[src/rtl/multicycle_control_pkg.sv]
// Shared encodings for the multicycle controller: FSM states, opcodes and
// datapath select values. Build option: MULTICYCLE_JUMP_EN adds the JUMP state.
package mc_ctrl_pkg;

  typedef enum logic [3:0] {
    StIdle     = 4'd0,
    StFetch    = 4'd1,
    StDecode   = 4'd2,
    StMemAddr  = 4'd3,
    StMemRead  = 4'd4,
    StMemWb    = 4'd5,
    StMemWrite = 4'd6,
    StExec     = 4'd7,
    StRWb      = 4'd8,
    StBranch   = 4'd9,
    StAddiEx   = 4'd10,
    StAddiWb   = 4'd11
`ifdef MULTICYCLE_JUMP_EN
    , StJump   = 4'd12
`endif
  } state_e;

  localparam logic [5:0] OpRType = 6'b000000;
  localparam logic [5:0] OpLw    = 6'b100011;
  localparam logic [5:0] OpSw    = 6'b101011;
  localparam logic [5:0] OpBeq   = 6'b000100;
  localparam logic [5:0] OpAddi  = 6'b001000;
  localparam logic [5:0] OpJ     = 6'b000010;

  typedef enum logic [1:0] {
    SrcBReg   = 2'b00,
    SrcBFour  = 2'b01,
    SrcBImm   = 2'b10,
    SrcBImmS2 = 2'b11
  } alu_src_b_e;

  typedef enum logic [1:0] {
    AluAdd   = 2'b00,
    AluSub   = 2'b01,
    AluFunct = 2'b10
  } alu_op_e;

  typedef enum logic [1:0] {
    PcAlu    = 2'b00,
    PcAluOut = 2'b01,
    PcJump   = 2'b10
  } pc_src_e;

endpackage

[src/rtl/multicycle_control_if.sv]
// Controller <-> datapath/memory bundle. The controller uses the master
// modport; the datapath (or a bench) uses the slave modport.
interface mc_ctrl_if;
  logic [5:0] opcode;
  logic       zero;
  logic       mem_ready;
  logic       pc_en;
  logic       ir_write;
  logic       iord;
  logic       mem_read;
  logic       mem_write;
  logic       reg_write;
  logic       reg_dst;
  logic       mem_to_reg;
  logic       alu_src_a;
  logic [1:0] alu_src_b;
  logic [1:0] alu_op;
  logic [1:0] pc_src;
  logic [3:0] state;
  logic       retire;
  logic       illegal_op;

  modport master (
    input  opcode, zero, mem_ready,
    output pc_en, ir_write, iord, mem_read, mem_write, reg_write, reg_dst, mem_to_reg,
    output alu_src_a, alu_src_b, alu_op, pc_src, state, retire, illegal_op
  );

  modport slave (
    output opcode, zero, mem_ready,
    input  pc_en, ir_write, iord, mem_read, mem_write, reg_write, reg_dst, mem_to_reg,
    input  alu_src_a, alu_src_b, alu_op, pc_src, state, retire, illegal_op
  );
endinterface

[src/rtl/multicycle_control_mem_wait_timer.sv]
// Memory wait timer: produces rdy either straight from mem_ready (handshake
// mode, FIXED_MEM_LAT=0) or after a fixed number of cycles in a wait state.
module mem_wait_timer #(
  parameter int unsigned FIXED_MEM_LAT = 0,
  parameter int unsigned LAT_W         = 4
) (
  input  logic clk,
  input  logic rst,
  input  logic hold,       // staying in the same wait state next cycle
  input  logic mem_ready,
  output logic rdy
);

  logic [LAT_W-1:0] cnt_q, cnt_d;

  if (FIXED_MEM_LAT >= (1 << LAT_W)) begin : g_bad_cfg
    $error("FIXED_MEM_LAT must be less than 2**LAT_W");
  end

  // Count cycles spent in the current wait state; any state change restarts at zero.
  always_comb begin
    cnt_d = hold ? cnt_q + 1'b1 : '0;
  end

  // Counter register, cleared asynchronously with the FSM.
  always_ff @(posedge clk or posedge rst) begin
    if (rst) cnt_q <= '0;
    else     cnt_q <= cnt_d;
  end

  if (FIXED_MEM_LAT == 0) begin : g_handshake
    assign rdy = mem_ready;
  end else begin : g_fixed
    localparam logic [LAT_W-1:0] LastCnt = LAT_W'(FIXED_MEM_LAT - 1);
    logic unused_mem_ready;
    assign unused_mem_ready = mem_ready;
    assign rdy = (cnt_q == LastCnt);
  end

endmodule

[src/rtl/multicycle_control.sv]
// Multicycle MIPS-style controller FSM. Outputs are Moore-decoded from the
// state except pc_en, ir_write and retire, which also follow rdy or zero.
// Build option: define MULTICYCLE_JUMP_EN to support the j instruction.
module multicycle_control #(
  parameter int unsigned FIXED_MEM_LAT = 0,
  parameter int unsigned LAT_W         = 4
) (
  input  logic       clk,
  input  logic       rst,
  mc_ctrl_if.master  bus
);
  import mc_ctrl_pkg::*;

  state_e state_q, state_d;
  logic   rdy;
  logic   hold;

  assign hold = (state_d == state_q);

  mem_wait_timer #(
    .FIXED_MEM_LAT(FIXED_MEM_LAT),
    .LAT_W        (LAT_W)
  ) u_wait (
    .clk      (clk),
    .rst      (rst),
    .hold     (hold),
    .mem_ready(bus.mem_ready),
    .rdy      (rdy)
  );

  // State register; reset parks in IDLE so every output drops immediately.
  always_ff @(posedge clk or posedge rst) begin
    if (rst) state_q <= StIdle;
    else     state_q <= state_d;
  end

  assign bus.state = state_q;

  // Next-state and output decode.
  always_comb begin
    state_d        = state_q;
    bus.pc_en      = 1'b0;
    bus.ir_write   = 1'b0;
    bus.iord       = 1'b0;
    bus.mem_read   = 1'b0;
    bus.mem_write  = 1'b0;
    bus.reg_write  = 1'b0;
    bus.reg_dst    = 1'b0;
    bus.mem_to_reg = 1'b0;
    bus.alu_src_a  = 1'b0;
    bus.alu_src_b  = SrcBReg;
    bus.alu_op     = AluAdd;
    bus.pc_src     = PcAlu;
    bus.retire     = 1'b0;
    bus.illegal_op = 1'b0;
    unique case (state_q)
      StIdle: state_d = StFetch;
      StFetch: begin
        bus.mem_read  = 1'b1;
        bus.alu_src_b = SrcBFour;
        bus.pc_en     = rdy;
        bus.ir_write  = rdy;
        if (rdy) state_d = StDecode;
      end
      StDecode: begin
        bus.alu_src_b = SrcBImmS2;
        case (bus.opcode)
          OpRType:     state_d = StExec;
          OpLw, OpSw:  state_d = StMemAddr;
          OpBeq:       state_d = StBranch;
          OpAddi:      state_d = StAddiEx;
`ifdef MULTICYCLE_JUMP_EN
          OpJ:         state_d = StJump;
`endif
          default: begin
            bus.illegal_op = 1'b1;
            state_d        = StFetch;
          end
        endcase
      end
      StMemAddr: begin
        bus.alu_src_a = 1'b1;
        bus.alu_src_b = SrcBImm;
        state_d       = (bus.opcode == OpLw) ? StMemRead : StMemWrite;
      end
      StMemRead: begin
        bus.mem_read = 1'b1;
        bus.iord     = 1'b1;
        if (rdy) state_d = StMemWb;
      end
      StMemWb: begin
        bus.reg_write  = 1'b1;
        bus.mem_to_reg = 1'b1;
        bus.retire     = 1'b1;
        state_d        = StFetch;
      end
      StMemWrite: begin
        bus.mem_write = 1'b1;
        bus.iord      = 1'b1;
        bus.retire    = rdy;
        if (rdy) state_d = StFetch;
      end
      StExec: begin
        bus.alu_src_a = 1'b1;
        bus.alu_op    = AluFunct;
        state_d       = StRWb;
      end
      StRWb: begin
        bus.reg_write = 1'b1;
        bus.reg_dst   = 1'b1;
        bus.retire    = 1'b1;
        state_d       = StFetch;
      end
      StBranch: begin
        bus.alu_src_a = 1'b1;
        bus.alu_op    = AluSub;
        bus.pc_src    = PcAluOut;
        bus.pc_en     = bus.zero;
        bus.retire    = 1'b1;
        state_d       = StFetch;
      end
      StAddiEx: begin
        bus.alu_src_a = 1'b1;
        bus.alu_src_b = SrcBImm;
        state_d       = StAddiWb;
      end
      StAddiWb: begin
        bus.reg_write = 1'b1;
        bus.retire    = 1'b1;
        state_d       = StFetch;
      end
`ifdef MULTICYCLE_JUMP_EN
      StJump: begin
        bus.pc_src = PcJump;
        bus.pc_en  = 1'b1;
        bus.retire = 1'b1;
        state_d    = StFetch;
      end
`endif
      default: state_d = StIdle;
    endcase
  end

endmodule

[src/flat_wrapper.sv]
// flat-port wrapper written by rule: the top's interface ports become plain ports
module multicycle_control_flat import mc_ctrl_pkg::*;
#(
  parameter int unsigned FIXED_MEM_LAT = 0,
  parameter int unsigned LAT_W         = 4
)
  (clk, rst, bus_opcode, bus_zero, bus_mem_ready, bus_pc_en, bus_ir_write, bus_iord, bus_mem_read, bus_mem_write, bus_reg_write, bus_reg_dst, bus_mem_to_reg, bus_alu_src_a, bus_alu_src_b, bus_alu_op, bus_pc_src, bus_state, bus_retire, bus_illegal_op);
  mc_ctrl_if bus_i ();
  input  logic clk;
  input  logic rst;
  input wire logic [$bits(bus_i.opcode)-1:0] bus_opcode;
  input wire logic [$bits(bus_i.zero)-1:0] bus_zero;
  input wire logic [$bits(bus_i.mem_ready)-1:0] bus_mem_ready;
  output wire logic [$bits(bus_i.pc_en)-1:0] bus_pc_en;
  output wire logic [$bits(bus_i.ir_write)-1:0] bus_ir_write;
  output wire logic [$bits(bus_i.iord)-1:0] bus_iord;
  output wire logic [$bits(bus_i.mem_read)-1:0] bus_mem_read;
  output wire logic [$bits(bus_i.mem_write)-1:0] bus_mem_write;
  output wire logic [$bits(bus_i.reg_write)-1:0] bus_reg_write;
  output wire logic [$bits(bus_i.reg_dst)-1:0] bus_reg_dst;
  output wire logic [$bits(bus_i.mem_to_reg)-1:0] bus_mem_to_reg;
  output wire logic [$bits(bus_i.alu_src_a)-1:0] bus_alu_src_a;
  output wire logic [$bits(bus_i.alu_src_b)-1:0] bus_alu_src_b;
  output wire logic [$bits(bus_i.alu_op)-1:0] bus_alu_op;
  output wire logic [$bits(bus_i.pc_src)-1:0] bus_pc_src;
  output wire logic [$bits(bus_i.state)-1:0] bus_state;
  output wire logic [$bits(bus_i.retire)-1:0] bus_retire;
  output wire logic [$bits(bus_i.illegal_op)-1:0] bus_illegal_op;
  assign bus_i.opcode = bus_opcode;
  assign bus_i.zero = bus_zero;
  assign bus_i.mem_ready = bus_mem_ready;
  assign bus_pc_en = bus_i.pc_en;
  assign bus_ir_write = bus_i.ir_write;
  assign bus_iord = bus_i.iord;
  assign bus_mem_read = bus_i.mem_read;
  assign bus_mem_write = bus_i.mem_write;
  assign bus_reg_write = bus_i.reg_write;
  assign bus_reg_dst = bus_i.reg_dst;
  assign bus_mem_to_reg = bus_i.mem_to_reg;
  assign bus_alu_src_a = bus_i.alu_src_a;
  assign bus_alu_src_b = bus_i.alu_src_b;
  assign bus_alu_op = bus_i.alu_op;
  assign bus_pc_src = bus_i.pc_src;
  assign bus_state = bus_i.state;
  assign bus_retire = bus_i.retire;
  assign bus_illegal_op = bus_i.illegal_op;
  multicycle_control #(.FIXED_MEM_LAT(FIXED_MEM_LAT), .LAT_W(LAT_W)) u_core (.clk(clk), .rst(rst), .bus(bus_i));
endmodule
[config.mk]
export PLATFORM = sky130hd
export DESIGN_NAME = multicycle_control_flat
export DESIGN_NICKNAME = d
export VERILOG_FILES = /design/src/rtl/multicycle_control_pkg.sv /design/src/rtl/multicycle_control_if.sv /design/src/rtl/multicycle_control_mem_wait_timer.sv /design/src/rtl/multicycle_control.sv /design/src/flat_wrapper.sv
export SDC_FILE = /design/constraint.sdc
export NUM_CORES = 1
export LEC_CHECK = 0
export BUFFER_PORTS_ARGS = -buffer_cell sky130_fd_sc_hd__buf_4
export CAP_MARGIN = 10
export CELL_PAD_IN_SITES_DETAIL_PLACEMENT = 0
export CELL_PAD_IN_SITES_GLOBAL_PLACEMENT = 1
export CORE_ASPECT_RATIO = 1.25
export CORE_UTILIZATION = 28
export DETAILED_ROUTE_END_ITERATION = 8
export GPL_ROUTABILITY_DRIVEN = 0
export HOLD_SLACK_MARGIN = 0.12
export PLACE_DENSITY_LB_ADDON = 0.1
export SKIP_CTS_REPAIR_TIMING = 1
export SLEW_MARGIN = 20
export SYNTH_ARGS = -nofsm -noshare
export SYNTH_HDL_FRONTEND = slang
export SYNTH_SLANG_ARGS = --single-unit
[constraint.sdc]
create_clock -name clk -period 1.5 [get_ports clk]
set_input_delay 0.15 -clock clk [delete_from_list [all_inputs] [get_ports clk]]
set_output_delay 0.15 -clock clk [all_outputs]
set_load 0.02 [all_outputs]
==> results.toml <==
[synth]
synth.cell_area_um2 = 532
synth_compound_area_frac = 0.292
synth_top_cells_by_count = "nand2_1, nor2_1, clkbuf_1, nor3_1"
ys_types = 33
synthAdderAreaFrac = 0
async_flop_share = 1.00
syn_nets = 86
synth.top_cells.by_area = "dfrtp_1, nor3_1, a2111oi_4, nand2_1, nor2_1"
ys_ff_latch = 4
synth_xor_area_frac = 0.0494
netlist_instances = 76
syn_avg_cell_area_um2 = 7.00
synthFlopType = "dfrtp_1"
yosys.area.top_type = "dfrtp_1"
synth_top_area_share = 0.188
yosysSeqAreaShare = 0.188
yosysWarnings = 0
yosys.area_share.simple = 0.344
synth-edff-count = 0
synthMuxAreaShare = 0.0188
synth_top_family_by_area = "simple AND/OR/NAND/NOR gates"

[setup_path]
crit_chain = "buf_6 -> buf_12 -> nor3_4 -> nand2_1 -> o221ai_1 -> buf_4"
cp-end-kind = "output port"
timing.critical_path.buf_inv = 3
reg2reg_from = "u_core.bus.state[0]"
crit_path_max_fanout = 7
slowest_delay_ns = 0.42
cp.required_ns = 1.35
critPathSlowestCell = "dfrtp_1"
crit_path_start_kind = "register"
critPathLaunch = "u_core.bus.state[0]"
crit_arrival_ns = 1.40
timing.setup.critical_path_class = "reg -> out"
cp_top_family = "buffers and inverters"

[sta]
fmax_mhz = 647
finClkSkew_ns = 0.00685
fin_ws_ns = -0.0456
slew_violations = 0
tns_ns = -0.0915
fin_crit_sh = 1.03
post-route-min-period_ns = 1.55
rsz0062_at_grt = "yes"
setup_viol = 5
finalHoldViolations = 0

[grt]
grt_pass1_wl_um = 2500
overflow = 0
grt_max_degree = 12
grt_pass1_vias = 604
grt_antenna_before_repair = 0
grt_use_total = 0.169

[floorplanning]
die_x_um = 41.0
fp.dieH_um = 50.7
io_pins = 31
num_rows = 17
die_area_mm2 = 0.00208
core-area_mm2 = 0.00177
start_util = 0.301

[run]
maxCapViolCount = 0

[drt]
routed_via_density = 5.29
antenna_left = 0
post-route-drc-count = 0
drtIter0Drc = 18
wl_per_cell_um = 13.0
drt_wl_total_um = 1820
first_pass_iters = 4
vias = 740

[layout]
largest_reg_flops = 4
diodes = 0
layout.nets = 133
drive_gt1_frac = 0.595
syn_to_final_growth_pct = 95.5
fill_cells = 170

[cts]
cts_tree = "yes"
cts.sinks = 4
clock_tree.root_cell = "clkbuf_4"
htree_levels = 1
clockBufferDepth = 2
clk_pin_slew_ns = 0.04
numCtsBuffers = 3
clk_latency_ns = 0.24

[power]
power_density_mw_per_mm2 = 2260
leakagePower_nw = 0.489
p_total_mw = 2.35
irDropWorstVdd_v = 0.00112

[worst_hold_path]
hp-start = "bus_mem_ready"
worstHoldPathType = "in -> reg"

[outcome]
outcome = "finished, violations left"
violations = "negative setup slack"

[placement]
dp_hpwl_um = 1230
portBuffers = 29
## final cells by class
cell class              count  area, um^2  area share
flip-flops and latches      4         104      0.0999
multi-input cells          60         465       0.448
well taps                  19        23.8      0.0229
clock buffers               3        22.5      0.0217
repair buffers             51         413       0.397
inverters                   3        11.3      0.0108
## per-layer routing
| layer | GRT usage | part of all wire | vias up |
|---|---|---|---|
| met5 | 0 | 0 | - |
| met2 | 0.289 | 0.56 | 31 |
| met3 | 0.0265 | 0.046 | 0 |
| met4 | 0.0500 | 0 | 0 |
| li1 | - | - | 361 |
| met1 | 0.204 | 0.39 | 348 |
## power breakdown
part / internal [mW] / switching (mW)
Sequential: 0.163 / 0.0991
Combinational: 0.980 / 0.968
Clock: 0.0896 / 0.0459
Total: 1.23 / 1.11
## cell families after synthesis
kind of cell / after synthesis
multiplexers: 1
flip-flops: 4
buffers and inverters: 12
AO/OA/AOI/OAI: 20
XOR/XNOR: 3
other: 1
AND/OR/NAND/NOR: 35
## cell usage in the layout (no fill, tap or decap), types with 3 or more instances in the layout
cell and count:
buf_4 45, nand2_1 6, nor2_1 6, nor3_2 4, buf_6 4, nand3_1 3, inv_1 3, a21oi_1 3
o21ai_0 3, xnor2_1 3, nand2b_1 3, clkbuf_4 3, dfrtp_2 3
## per-stage QoR
step | utilization | cell area [um^2] | worst slack, ns | std cells | hold WS, ns
floorplan | - | 571 | -0.254 | 76 | -0.0839
global placement | 0.477 | 842 | 0.0144 | 125 | 0.0413
detailed placement | 0.477 | 842 | 0.00506 | 125 | 0.0460
CTS | 0.490 | 865 | -0.146 | 128 | -0.204
global route | 0.589 | 1040 | -0.110 | 140 | 0.278
finish | 0.589 | 1040 | -0.0456 | 140 | 0.268
## worst register-to-register path, stage by stage (launching register included)
cell and delay, ns:
dfrtp_1 0.42, buf_6 0.15, buf_12 0.13, inv_1 0.12
nand2_1 0.12, a2111oi_4 0.34
## final timing paths
| check | slack [ns] | to | depth (start not counted) |
|---|---|---|---|
| max | -0.05 | bus_retire | 6 |
| min | 0.27 | u_core.bus.state[1] | 4 |
| max reg2reg | 0.12 | u_core.bus.state[2] | 5 |
| min reg2reg | 0.70 | u_core.bus.state[3] | 3 |
| max in group asynchronous | 0.97 | u_core.bus.state[1] | 3 |
| min in group asynchronous | 0.36 | u_core.bus.state[0] | 3 |
(Power assumes the default switching activity.)
